**config.mk**
```make
export PLATFORM = sky130hd
export DESIGN_NAME = init_sequencer
export DESIGN_NICKNAME = d
export VERILOG_FILES = /design/src/rtl/init_seq_pkg.sv /design/src/rtl/mem_init_rom.sv /design/src/rtl/init_sequencer.sv
export SDC_FILE = /design/constraint.sdc
export NUM_CORES = 1
export LEC_CHECK = 0
export CAP_MARGIN = 20
export CORE_UTILIZATION = 47
export CTS_CLUSTER_DIAMETER = 30
export DETAILED_ROUTE_END_ITERATION = 16
export HOLD_SLACK_MARGIN = 0.05
export PLACE_DENSITY = 0.77
export SYNTH_ARGS = -nofsm -noshare
export SYNTH_HDL_FRONTEND = slang
export SYNTH_SLANG_ARGS = --single-unit
```
**constraint.sdc**
```tcl
create_clock -name clk -period 2.1 [get_ports clk]
set_input_delay 0.42 -clock clk [delete_from_list [all_inputs] [get_ports clk]]
set_output_delay 0.42 -clock clk [all_outputs]
set_load 0.05 [all_outputs]
```
**src/rtl/init_seq_pkg.sv**
```systemverilog
// Shared types, default sizes and the data-memory init image for the init sequencer.
// Pure declarations only; there is no logic, latency or flow control here.
package init_seq_pkg;

   typedef enum logic [2:0] {
      S_BTB  = 3'd0,
      S_BHT  = 3'd1,
      S_REG  = 3'd2,
      S_MEM  = 3'd3,
      S_IDLE = 3'd4
   } state_e;

   localparam int unsigned BTB_DEPTH_DEF = 256;
   localparam int unsigned BHT_DEPTH_DEF = 256;
   localparam int unsigned REG_DEPTH_DEF = 32;
   localparam int unsigned MEM_WORDS_DEF = 27;
   localparam int unsigned DATA_W_DEF    = 40;
   localparam logic [1:0]  BHT_INIT_DEF  = 2'b00;
   localparam int unsigned ROM_IDX_W     = 5;
   localparam int unsigned ROM_VAL_W     = 32;

   // Program image: a descending ramp 9..1, an ascending ramp 1..9, then zeros.
   function automatic logic [ROM_VAL_W-1:0] mem_init_value(input logic [ROM_IDX_W-1:0] idx);
      logic [ROM_VAL_W-1:0] v;
      if (idx <= 5'd8) begin
         v = ROM_VAL_W'(5'd9 - idx);
      end else if (idx <= 5'd17) begin
         v = ROM_VAL_W'(idx - 5'd8);
      end else begin
         v = '0;
      end
      return v;
   endfunction

endpackage

```
**src/rtl/mem_init_rom.sv**
```systemverilog
// Combinational data-memory init image, indexed by word number.
// Zero latency, no flow control; edit the image in the package function.
module mem_init_rom
   import init_seq_pkg::*;
(
   input  logic [ROM_IDX_W-1:0] idx_i,
   output logic [ROM_VAL_W-1:0] val_o
);

   assign val_o = mem_init_value(idx_i);

endmodule

```
**src/rtl/init_sequencer.sv**
```systemverilog
// Walks BTB, BHT, register file and data memory with one write per cycle, stalling the core.
// Outputs are registered; requests arriving while busy are dropped, never queued.
module init_sequencer
   import init_seq_pkg::*;
#(
   parameter int unsigned BTB_DEPTH = BTB_DEPTH_DEF,
   parameter int unsigned BHT_DEPTH = BHT_DEPTH_DEF,
   parameter int unsigned REG_DEPTH = REG_DEPTH_DEF,
   parameter int unsigned MEM_WORDS = MEM_WORDS_DEF,
   parameter int unsigned DATA_W    = DATA_W_DEF,
   parameter logic [1:0]  BHT_INIT  = BHT_INIT_DEF
)(
   input  logic              clk,
   input  logic              rst_i,
   input  logic              start_i,
   input  logic              bp_flush_i,
   output logic              btb_we_o,
   output logic              bht_we_o,
   output logic              reg_we_o,
   output logic              mem_we_o,
   output logic [7:0]        init_addr_o,
   output logic [DATA_W-1:0] init_data_o,
   output logic              busy_o,
   output logic              done_o
);

   localparam logic [7:0] BTB_LAST = 8'(BTB_DEPTH - 1);
   localparam logic [7:0] BHT_LAST = 8'(BHT_DEPTH - 1);
   localparam logic [7:0] REG_LAST = 8'(REG_DEPTH - 1);
   localparam logic [7:0] MEM_LAST = 8'(MEM_WORDS - 1);

   state_e              state_q;
   logic [7:0]          cnt_q;
   logic                flush_q;
   logic                btb_we_q;
   logic                bht_we_q;
   logic                reg_we_q;
   logic                mem_we_q;
   logic [7:0]          addr_q;
   logic [DATA_W-1:0]   data_q;
   logic                busy_q;
   logic                done_q;

   logic [DATA_W-1:0]    data_d;
   logic                 last_d;
   state_e               next_tgt_d;
   logic [ROM_VAL_W-1:0] rom_val;

   mem_init_rom u_rom (
      .idx_i (cnt_q[ROM_IDX_W-1:0]),
      .val_o (rom_val)
   );

   // Write data, end-of-target detection and the follow-on target for the current state.
   always_comb begin
      data_d     = '0;
      last_d     = 1'b0;
      next_tgt_d = S_IDLE;
      case (state_q)
         S_BTB: begin
            last_d     = (cnt_q == BTB_LAST);
            next_tgt_d = S_BHT;
         end
         S_BHT: begin
            data_d[1:0] = BHT_INIT;
            last_d      = (cnt_q == BHT_LAST);
            next_tgt_d  = flush_q ? S_IDLE : S_REG;
         end
         S_REG: begin
            data_d     = DATA_W'(cnt_q);
            last_d     = (cnt_q == REG_LAST);
            next_tgt_d = S_MEM;
         end
         S_MEM: begin
            data_d     = DATA_W'(rom_val);
            last_d     = (cnt_q == MEM_LAST);
            next_tgt_d = S_IDLE;
         end
         default: begin
            data_d     = '0;
            last_d     = 1'b0;
            next_tgt_d = S_IDLE;
         end
      endcase
   end

   always_ff @(posedge clk or posedge rst_i) begin
      if (rst_i) begin
         state_q  <= S_BTB;
         cnt_q    <= '0;
         flush_q  <= 1'b0;
         btb_we_q <= 1'b0;
         bht_we_q <= 1'b0;
         reg_we_q <= 1'b0;
         mem_we_q <= 1'b0;
         addr_q   <= '0;
         data_q   <= '0;
         busy_q   <= 1'b1;
         done_q   <= 1'b0;
      end else begin
         btb_we_q <= (state_q == S_BTB);
         bht_we_q <= (state_q == S_BHT);
         reg_we_q <= (state_q == S_REG);
         mem_we_q <= (state_q == S_MEM);
         if (state_q == S_IDLE) begin
            addr_q <= '0;
            data_q <= '0;
            cnt_q  <= '0;
            // busy_q still high on the first idle edge, so a request there is dropped.
            if (!busy_q && start_i) begin
               state_q <= S_BTB;
               flush_q <= 1'b0;
               busy_q  <= 1'b1;
               done_q  <= 1'b0;
            end else if (!busy_q && bp_flush_i) begin
               state_q <= S_BTB;
               flush_q <= 1'b1;
               busy_q  <= 1'b1;
            end else begin
               busy_q <= 1'b0;
               done_q <= 1'b1;
            end
         end else begin
            addr_q <= cnt_q;
            data_q <= data_d;
            busy_q <= 1'b1;
            if (last_d) begin
               cnt_q   <= '0;
               state_q <= next_tgt_d;
            end else begin
               cnt_q <= cnt_q + 8'd1;
            end
         end
      end
   end

   assign btb_we_o    = btb_we_q;
   assign bht_we_o    = bht_we_q;
   assign reg_we_o    = reg_we_q;
   assign mem_we_o    = mem_we_q;
   assign init_addr_o = addr_q;
   assign init_data_o = data_q;
   assign busy_o      = busy_q;
   assign done_o      = done_q;

endmodule

```
==> impl_results.md, run 1 <==
* Status: complete, no violations
* Number of routed nets with antenna violations at 0
* Initial antenna violation count at 0
* Vias at 1468
* Fmax at 515.6 MHz
* Slew margin rel. at 65.25%
* Post-synth ARST share at 100.0%
* Pin count of the biggest net entering global routing at 25
* Clk pin slew, worst setup/hold paths at 70 ps
* Number of enable flip-flop cells after synthesis at 0
* Hold Fails Final Rpt at 0
* WS Path Type: flop to flop
* CTS tree: built
* Synthesized flop and latch total at 35
* Syn Inst Count at 190
* Final Max Tran Viols at 0
* Pwr Density at 930.4 nW/um^2
* Top cell type's share of synthesized area at 43.45%
* Final WL at 3.756 mm
* GR Util All Layers at 19.28%
* Fill count at 301
* Crit-path max FO at 13
* Synth area leader: dfrtp_1
* FP Rows at 23
* Setup_tns at 0 ps
* PortBufs at 49
* Ant diodes at 0
* Warnings, synthesis at 0
* First-pass GRT wire length at 6.154 mm
* DRT Pass-1 Iters at 5
* Nets at 238
* Post-CTS Repair Setup Buffers at 0
* Layout cells sized above 1 at 24.00%
* VDD IR max at 0.4189 mV
* Clock latency on the worst-skew pair at 290 ps
* Crit path DAT at 2090 ps
* Starting Density at 48.95%
* Cell area after synthesis at 1958 um^2
* Maxcap violations at 0
* Final Cycle Share at 92.36%
* Clk root buf: clkbuf_8
* Post-CTS resize count at 0
* Fin crit period at 1940 ps
* Initial DRC count at 79
* Core Area at 4000 um^2
* Clock Tree Buf Depth at 2
* Final setup fails at 0
* CTS H-tree depth at 2
* Syn_area_per_cell at 10.31 um^2
* Vias per cell at 5.338
* Synth cell types at 51
* Grt ovf at 0
* Number of global-route vias before repair at 1325
* Die ar. at 4428 um^2
* Unrepaired setup endpoints after global routing: no
* Clock sink count at 35
* Register area share after synthesis at 44.79%
* Commonest cells in the netlist: dfrtp_1, buf_4, nor2_1, inv_1, ha_1
* Hold Path Class: primary input to async pin
* Setup skew after layout at 8.613 ps
* Top FF cell, synth: dfrtp_1
* Tightest Pin Transition at 520.6 ps
* Drt wl/cell at 13.66 um
* Num CTS Buffers at 5
* CP Launch Type: flop
* DR DRC count at 0
* CTS Hold Bufs at 0
* Global placement routability congestion at 0.9084
* IO Count at 58
* Fin util at 67.00%
* Layout area overhead at 36.87%
* Most common cell in the netlist: dfrtp_1
* Die height at 66.55 um
* Synth top area cells: dfrtp_1, buf_4, ha_1
* DP HPWL at 2.821 mm
* Die extent in x at 66.55 um
* Critical Path RT at 2250 ps
* P_leak at 1.225 nW
* Crit end category: flop
cells in the final DEF, fill, tap and decap left out, types with 2 or more instances in the layout:
master           count
o21ai_0              3
nor2_1              17
dfrtp_1             34
ha_1                10
nand3_1              3
or2_2                2
mux2_2               2
and2_1               3
nor3_1               4
o2111ai_1            2
buf_12              26
buf_4                7
inv_1               13
a21oi_1              9
nand2_1              5
a21o_1               3
xor2_1               2
a311oi_1             2
conb_1               8
xnor2_1              4
nand2b_1             2
clkbuf_8             6
nor2b_1              2
clkdlybuf4s50_1     24
nand4_1              4
power by group:
part           internal [W]  switching, W
sequential         0.000804      0.000139
combinational      0.000377      0.000682
clock              0.000264      0.000226
total               0.00145       0.00105
cell families after synthesis:
family                   after synthesis  synth area share [%]
adder cells (fa/ha/maj)               10                 6.390
AO/OA/AOI/OAI                         31                 12.08
buffers and inverters                 51                 16.55
XOR/XNOR                               6                 2.684
flip-flops                            35                 44.79
multiplexers                           4                 2.428
other                                  1                0.1915
AND/OR/NAND/NOR                       52                 14.89
critical path: stages, from the launching register on:
cell and delay [ps]:
dfrtp_1 540, nand2b_1 370, mux2_2 420, o31ai_4 380
nor2_1 100
path summary, 6_finish.rpt:
path	from	endpoint	slack [ps]	cells after the start
worst min-delay path	rst_i	init_addr_o[4]$_DFF_PP0_	460	2
max in group asynchronous	rst_i	cnt_q[4]$_DFF_PP0_	1140	3
worst max-delay path	state_q[2]$_DFFE_PP0P_	cnt_q[3]$_DFF_PP0_	160	4
worst min register to register	done_o$_DFFE_PP0P_	done_o$_DFFE_PP0P_	550	1
min in group clk	done_o$_DFFE_PP0P_	done_o$_DFFE_PP0P_	550	1
worst max register to register	state_q[2]$_DFFE_PP0P_	cnt_q[3]$_DFF_PP0_	160	4
registers in the layout, indices dropped and copies added, names as in the netlist, 3 cells and up:
name         count
init_data_o      9
state_q          3
cnt_q            8
init_addr_o      8
metal layers:
layer,GRT usage (%),share of wire [%],vias up
met5,0,0,-
met4,8.777,2.1,0
met3,6.678,9.8,9
met2,31.94,49,86
met1,22.21,39,698
li1,-,-,675
stage by stage:
step                      hold slack [ps]  power (W)  cell area [um^2]  instances  worst slack, ps
after CTS                           478.2   0.002502              2680        275            203.4
after global routing                505.5   0.002644              2680        275            71.05
after detailed placement            533.3   0.001999              2589        267            234.4
after global placement              524.6   0.001969              2589        267            287.1
final                               464.1   0.002494              2680        275            160.5
after floorplan                     505.6   0.001705              1984        197            413.0
cell type report:
type,instances,area (um^2),share of cell area (%)
Inverter,14,52.55,1.961
Timing Repair Buffer,57,813.3,30.35
Clock inverter,1,5.005,0.1867
Tap cell,50,62.56,2.334
Multi-Input combinational cell,111,783.3,29.23
Clock buffer,7,86.33,3.221
Sequential cell,35,877.1,32.73
Power figures use the tool's default switching activity.
==> inputs of run 2 (changes only) <==
--- a/config.mk
+++ b/config.mk
@@ -11,6 +11,7 @@
 export DETAILED_ROUTE_END_ITERATION = 16
 export HOLD_SLACK_MARGIN = 0.05
 export PLACE_DENSITY = 0.77
+export SETUP_SLACK_MARGIN = 0.5
 export SYNTH_ARGS = -nofsm -noshare
 export SYNTH_HDL_FRONTEND = slang
 export SYNTH_SLANG_ARGS = --single-unit
==> impl_results.md, run 2 (synthesis results as in run 1) <==
* CTS H-tree depth at 2 (unchanged)
* PortBufs at 49 (unchanged)
* Number of flip-flops in the largest register at 9 (unchanged)
* Starting Density at 48.95% (unchanged)
* IO Count at 58 (unchanged)
* Worst slack, placed at 234.3 ps (-0.09100 ps)
* Final WL at 4.115 mm (+9.6%)
* Number of routed nets with antenna violations at 0 (unchanged)
* Initial antenna violation count at 0 (unchanged)
* Post-route setup slack at 449.0 ps (+288.5 ps)
* Layout cells sized above 1 at 37.97% (+14 points)
* Hold Fails Final Rpt at 0 (unchanged)
* Die extent in x at 66.55 um (unchanged)
* Unrepaired setup endpoints after global routing: yes
* Max layer used: met4
* Tightest Pin Transition at 507.9 ps (-12.70 ps)
* M1 WL at 1.609 mm (+10%)
* Core Area at 4000 um^2 (unchanged)
* Initial DRC count at 89 (+13%)
* Sequential Area at 888.4 um^2 (+1.3%)
* GR Util All Layers at 20.07% (+0.79 points)
* Pin count of the biggest net entering global routing at 36 (+44%)
* Nets at 250 (+5.0%)
* Vias per cell at 5.192 (-2.7%)
* FP Rows at 23 (unchanged)
* Clock latency on the worst-skew pair at 290 ps (about the same)
* Worst hold slack at 522.8 ps (+58.68 ps)
* CTS tree: built
* Crit-path max FO at 6 (-7)
* Clk pin slew, worst setup/hold paths at 70 ps (about the same)
* Critical Path RT at 2270 ps (+20 ps)
* Crit path DAT at 1830 ps (-260 ps)
* CTS Hold Bufs at 0 (unchanged)
* Worst flop-to-flop path endpoint: state_q[1]$_DFFE_PP0P_
* Slew margin rel. at 66.27% (+1.0 points)
* R2R Path Start: cnt_q[2]$_DFF_PP0_
* Commonest non-fill, non-tap cell in the layout: buf_4
* Setup skew after layout at 3.048 ps (-5.565 ps)
* DP HPWL at 2.564 mm (-9.1%)
* VDD IR max at 0.4203 mV (+0.32%)
* Area occupied by multi-input gates at 885.9 um^2 (+13%)
* Fill count at 311 (+3.3%)
* Die ar. at 4428 um^2 (unchanged)
* Clock sink count at 35 (unchanged)
* WS Path Type: flop to flop
* Met2 WL at 2.152 mm (+17%)
* Total power at 0.002756 W (+11%)
* R2R Setup Slk at 450 ps (+290 ps)
* Drt wl/cell at 14.34 um (+5.0%)
* Layout area overhead at 29.78%
* DRT Pass-1 Iters at 4 (-1)
* Maxcap violations at 0 (unchanged)
* Global placement routability congestion at 0.8331 (-8.3%)
* Met3 wire length at 258 um (-30%)
* Fin crit period at 1651 ps (-288.5 ps)
* Final Cycle Share at 78.62% (-14 points)
* Final setup fails at 0 (unchanged)
* Num CTS Buffers at 5 (unchanged)
* Pwr Density at 1085 nW/um^2 (+17%)
* Worst-case reg-to-reg path depth at 4 (unchanged)
* First-pass GRT wire length at 6.451 mm (+4.8%)
* P_leak at 1.280 nW (+4.5%)
* Non-filler cells, final at 287 (+4.4%)
* CP Launch Type: flop
* Hold Path Class: primary input to async pin
* Commonest non-fill, non-tap cells in the layout: buf_4, dfrtp_1, dlygate4sd2_1, nor2_1, inv_1
* DR DRC count at 0 (unchanged)
* Clk root buf: clkbuf_8
* Grt ovf at 0 (unchanged)
* Vias at 1490 (+1.5%)
* Placed Cells at 264 (-1.1%)
* Fmax at 605.7 MHz (+17%)
* Final Max Tran Viols at 0 (unchanged)
* Clock Tree Buf Depth at 2 (unchanged)
* Crit end category: flop
* Number of global-route vias before repair at 1397 (+5.4%)
* Die height at 66.55 um (unchanged)
* Ant diodes at 0 (unchanged)
* Status: complete, no violations
* Setup_tns at 0 ps (unchanged)
run 2: cell types whose count changed in the layout (fill, tap and decap cells not counted), sizes merged, moves of 3 or more:
cell / delta
clkdlybuf4s15: +3
dlygate4sd2: +17
buf: +12
clkdlybuf4s50: -21
run 2: critical path, cell delays in order (launching register included):
cell     delay, ps
dfrtp_2        440
or4b_4         550
o21ai_2         70
nand4_1        150
mux2_4         330
run 2: timing repair:
item,in CTS,in global routing
resized for setup,45,18
endpoints found under the setup margin,41,47
buffers inserted,11,4
pin swaps,8,7
run 2: final cells by class:
| type | instances | area share (%) |
|---|---|---|
| Clock buffer | 7 | 3.003 |
| Clock inverter | 1 | 0.1969 |
| Inverter | 14 | 2.166 |
| Multi-Input combinational cell | 111 | 34.86 |
| Sequential cell | 35 | 34.96 |
| Tap cell | 50 | 2.462 |
| Timing Repair Buffer | 69 | 22.35 |
run 2: per-stage QoR:
step                util (%)  area, um^2
floorplan                  -        1993
finish                 63.53        2541
CTS                    61.28        2451
detailed placement     56.08        2243
global route           63.53        2541
global placement       56.08        2243
run 2: power by group:
group / internal [W] / leakage [nW] / switching [W] / total, W
registers: 0.000811 / 0.440 / 0.000120 / 0.000931
clock network: 0.000232 / 0.0422 / 0.000233 / 0.000466
logic: 0.000524 / 0.798 / 0.000835 / 0.00136
total: 0.00157 / 1.28 / 0.00119 / 0.00276
run 2: worst max-delay path by stage:
stage | slack, ps | end | startpoint | cells past startpoint
4_1_cts | 450 | state_q[1]$_DFFE_PP0P_ | cnt_q[0]$_DFF_PP0_ | 4
3_3_place_gp | 290 | init_data_o[0]$_DFF_PP0_ | cnt_q[0]$_DFF_PP0_ | 6
5_1_grt | 410 | state_q[1]$_DFFE_PP0P_ | state_q[1]$_DFFE_PP0P_ | 4
3_5_place_dp | 230 | cnt_q[2]$_DFF_PP0_ | state_q[2]$_DFFE_PP0P_ | 4
6_report | 450 | state_q[1]$_DFFE_PP0P_ | cnt_q[2]$_DFF_PP0_ | 4
2_1_floorplan | 450 | state_q[1]$_DFFE_PP0P_ | cnt_q[0]$_DFF_PP0_ | 5
run 2: metal layers:
layer	GRT usage, %	vias up
li1	-	696
met2	33.71	61
met4	9.043	0
met5	0	-
met1	23.56	722
met3	5.651	11
==> inputs of run 3 (changes only) <==
--- a/config.mk
+++ b/config.mk
@@ -6,11 +6,11 @@
 export NUM_CORES = 1
 export LEC_CHECK = 0
 export CAP_MARGIN = 20
-export CORE_UTILIZATION = 47
+export CORE_UTILIZATION = 42
 export CTS_CLUSTER_DIAMETER = 30
 export DETAILED_ROUTE_END_ITERATION = 16
 export HOLD_SLACK_MARGIN = 0.05
-export PLACE_DENSITY = 0.77
+export PLACE_DENSITY = 0.72
 export SETUP_SLACK_MARGIN = 0.5
 export SYNTH_ARGS = -nofsm -noshare
 export SYNTH_HDL_FRONTEND = slang
==> constraint.sdc (replaced) <==
create_clock -name clk -period 1.5 [get_ports clk]
set_input_delay 0.3 -clock clk [delete_from_list [all_inputs] [get_ports clk]]
set_output_delay 0.3 -clock clk [all_outputs]
set_load 0.05 [all_outputs]
==> impl_results.md, run 3 (synthesis results as in run 1) <==
* Total power at 0.005026 W (+82%)
* Final WL at 6.926 mm (+68%)
* Vias per cell at 5.548 (+6.9%)
* R2R Setup Slk at -320 ps (-770 ps)
* Vias at 1864 (+25%)
* Crit path max-delay family: compound AO/OA/AOI/OAI gates
* Crit-path max FO at 5 (-1)
* Number of routed nets with antenna violations at 0 (unchanged)
* Initial antenna violation count at 0 (unchanged)
* Nets at 298 (+19%)
* Clk pin slew, worst setup/hold paths at 70 ps (about the same)
* Unrepaired setup endpoints after global routing: yes
* Fill count at 167 (-46%)
* Clock Tree Buf Depth at 2 (unchanged)
* Pwr Density at 1353 nW/um^2 (+25%)
* First-pass GRT wire length at 8.928 mm (+38%)
* P_leak at 1.681 nW (+31%)
* Slowest cell on crit path: dfrtp_1
* Final setup fails at 34 (+34)
* Final Cycle Share at 121.4% (+43 points)
* GR Util All Layers at 23.63% (+3.6 points)
* Post-route setup slack at -320.5 ps (-769.5 ps)
* Num CTS Buffers at 5 (unchanged)
* Commonest non-fill, non-tap cell in the layout: buf_12
* Hold Fails Final Rpt at 0 (unchanged)
* IO Count at 58 (unchanged)
* Die height at 70.28 um (+5.6%)
* Clock sink count at 35 (unchanged)
* CTS H-tree depth at 2 (unchanged)
* PortBufs at 49 (unchanged)
* Number of global-route vias before repair at 1773 (+27%)
* Final instance area at 3715 um^2 (+46%)
* Layout cells sized above 1 at 62.68% (+25 points)
* WS Path Type: flop to flop
* Global placement routability congestion at 0.8168 (-2.0%)
* Maxcap violations at 0 (unchanged)
* Worst hold slack at 390.8 ps (-132.0 ps)
* Status: finished with violations
* Die ar. at 4939 um^2 (+12%)
* Number of flip-flops in the largest register at 9 (unchanged)
* Setup_tns at -4374 ps (-4374 ps)
* Violated checks: setup timing
* Crit end category: flop
* Crit-path max cell delay at 440 ps (-110 ps)
* DR DRC count at 0 (unchanged)
* Core Area at 4414 um^2 (+10%)
* Crit path DAT at 2050 ps (+220 ps)
* Starting Density at 44.36% (-4.6 points)
* Placed cell area at 3112 um^2 (+39%)
* CP Cell Sequence: buf_4 -> and4bb_2 -> nor2_4 -> buf_6 -> a2111oi_4 -> a21o_1
* Fmax at 549.3 MHz (-9.3%)
* Fin crit period at 1821 ps (+169.5 ps)
* Initial DRC count at 165 (+85%)
* Critical Path RT at 1730 ps (-540 ps)
* VDD IR max at 1.089 mV (+160%)
* Clock latency on the worst-skew pair at 300 ps (about the same)
* Buf/Inv on CP at 2 (+2)
* Layout area overhead at 89.71%
* Drt wl/cell at 20.61 um (+44%)
* Grt ovf at 0 (unchanged)
* DRT Pass-1 Iters at 4 (unchanged)
* DP HPWL at 3.513 mm (+37%)
* FP Rows at 24 (+4.3%)
* Worst slack, placed at -126.9 ps (-361.2 ps)
* Setup skew after layout at 5.596 ps (+2.548 ps)
* Ant diodes at 0 (unchanged)
* CP Launch Type: flop
* Die extent in x at 70.28 um (+5.6%)
* Commonest non-fill, non-tap cells in the layout: buf_12, buf_4, dfrtp_1, buf_6, nor2_1
* Clk root buf: clkbuf_8
* Final Max Tran Viols at 0 (unchanged)
* Hold Path Class: primary input to async pin
* CTS tree: built
* Pin count of the biggest net entering global routing at 36 (unchanged)
-- run 3: changes by cell type in the layout (fill, tap and decap cells not counted), sizes merged --
cell,before,now
clkinvlp,0,2
buf,45,114
clkdlybuf4s15,3,0
clkbuf,8,6
inv,14,11
dlygate4sd2,17,0
clkinv,1,2
-- run 3: final timing paths --
kind	startpoint	end	cells after the start
hold / removal	rst_i	init_addr_o[4]$_DFF_PP0_	3
setup / recovery	cnt_q[4]$_DFF_PP0_	init_data_o[6]$_DFF_PP0_	6
setup reg to reg	cnt_q[4]$_DFF_PP0_	init_data_o[6]$_DFF_PP0_	6
max in group asynchronous	rst_i	busy_o$_DFF_PP1_	3
min in group clk	flush_q$_DFFE_PP0P_	flush_q$_DFFE_PP0P_	2
hold reg to reg	flush_q$_DFFE_PP0P_	flush_q$_DFFE_PP0P_	2
-- run 3: worst reg2reg max path, stage by stage, from the launching register on --
cell       delay [ps]
dfrtp_1           440
buf_4             180
and4bb_2          350
nor2_4             70
buf_6             140
a2111oi_4         400
a21o_1            160
-- run 3: layer usage --
| layer | wire [um] | track usage, % | share of wire (%) | vias up |
|---|---|---|---|---|
| met4 | 277 | 9.333 | 4.0 | 0 |
| met3 | 456 | 6.494 | 6.6 | 28 |
| li1 | - | - | - | 797 |
| met1 | 2370 | 24.44 | 34 | 930 |
| met5 | 0 | 0 | 0 | - |
| met2 | 3822 | 44.34 | 55 | 109 |
-- run 3: metrics by stage --
step / utilization, % / cells
3_3_place_gp: 70.49 / 300
2_1_floorplan: - / 197
5_1_grt: 84.16 / 336
3_5_place_dp: 70.49 / 300
6_report: 84.16 / 336
4_1_cts: 78.09 / 322
-- run 3: cell type report --
| type | count | area, um^2 | share of cell area (%) |
|---|---|---|---|
| flip-flops and latches | 35 | 883.3 | 23.78 |
| clock buffers | 6 | 82.58 | 2.223 |
| multi-input cells | 111 | 1026 | 27.62 |
| clock inverters | 1 | 5.005 | 0.1347 |
| well taps | 52 | 65.06 | 1.751 |
| repair buffers | 117 | 1592 | 42.84 |
| inverters | 14 | 61.31 | 1.650 |
-- run 3: timing repair --
action	in CTS	in global routing
endpoints found under the setup margin	79	81
setup buffers	14	14
gates resized for setup	34	40
pin swaps	12	14
gates cloned	1	0
hold buffers	0	0
-- run 3: power breakdown --
group	switching [W]	total, W	internal (W)
combinational	0.00157	0.00301	0.00144
clock	0.000345	0.000705	0.000360
sequential	0.000180	0.00131	0.00113
total	0.00210	0.00503	0.00293
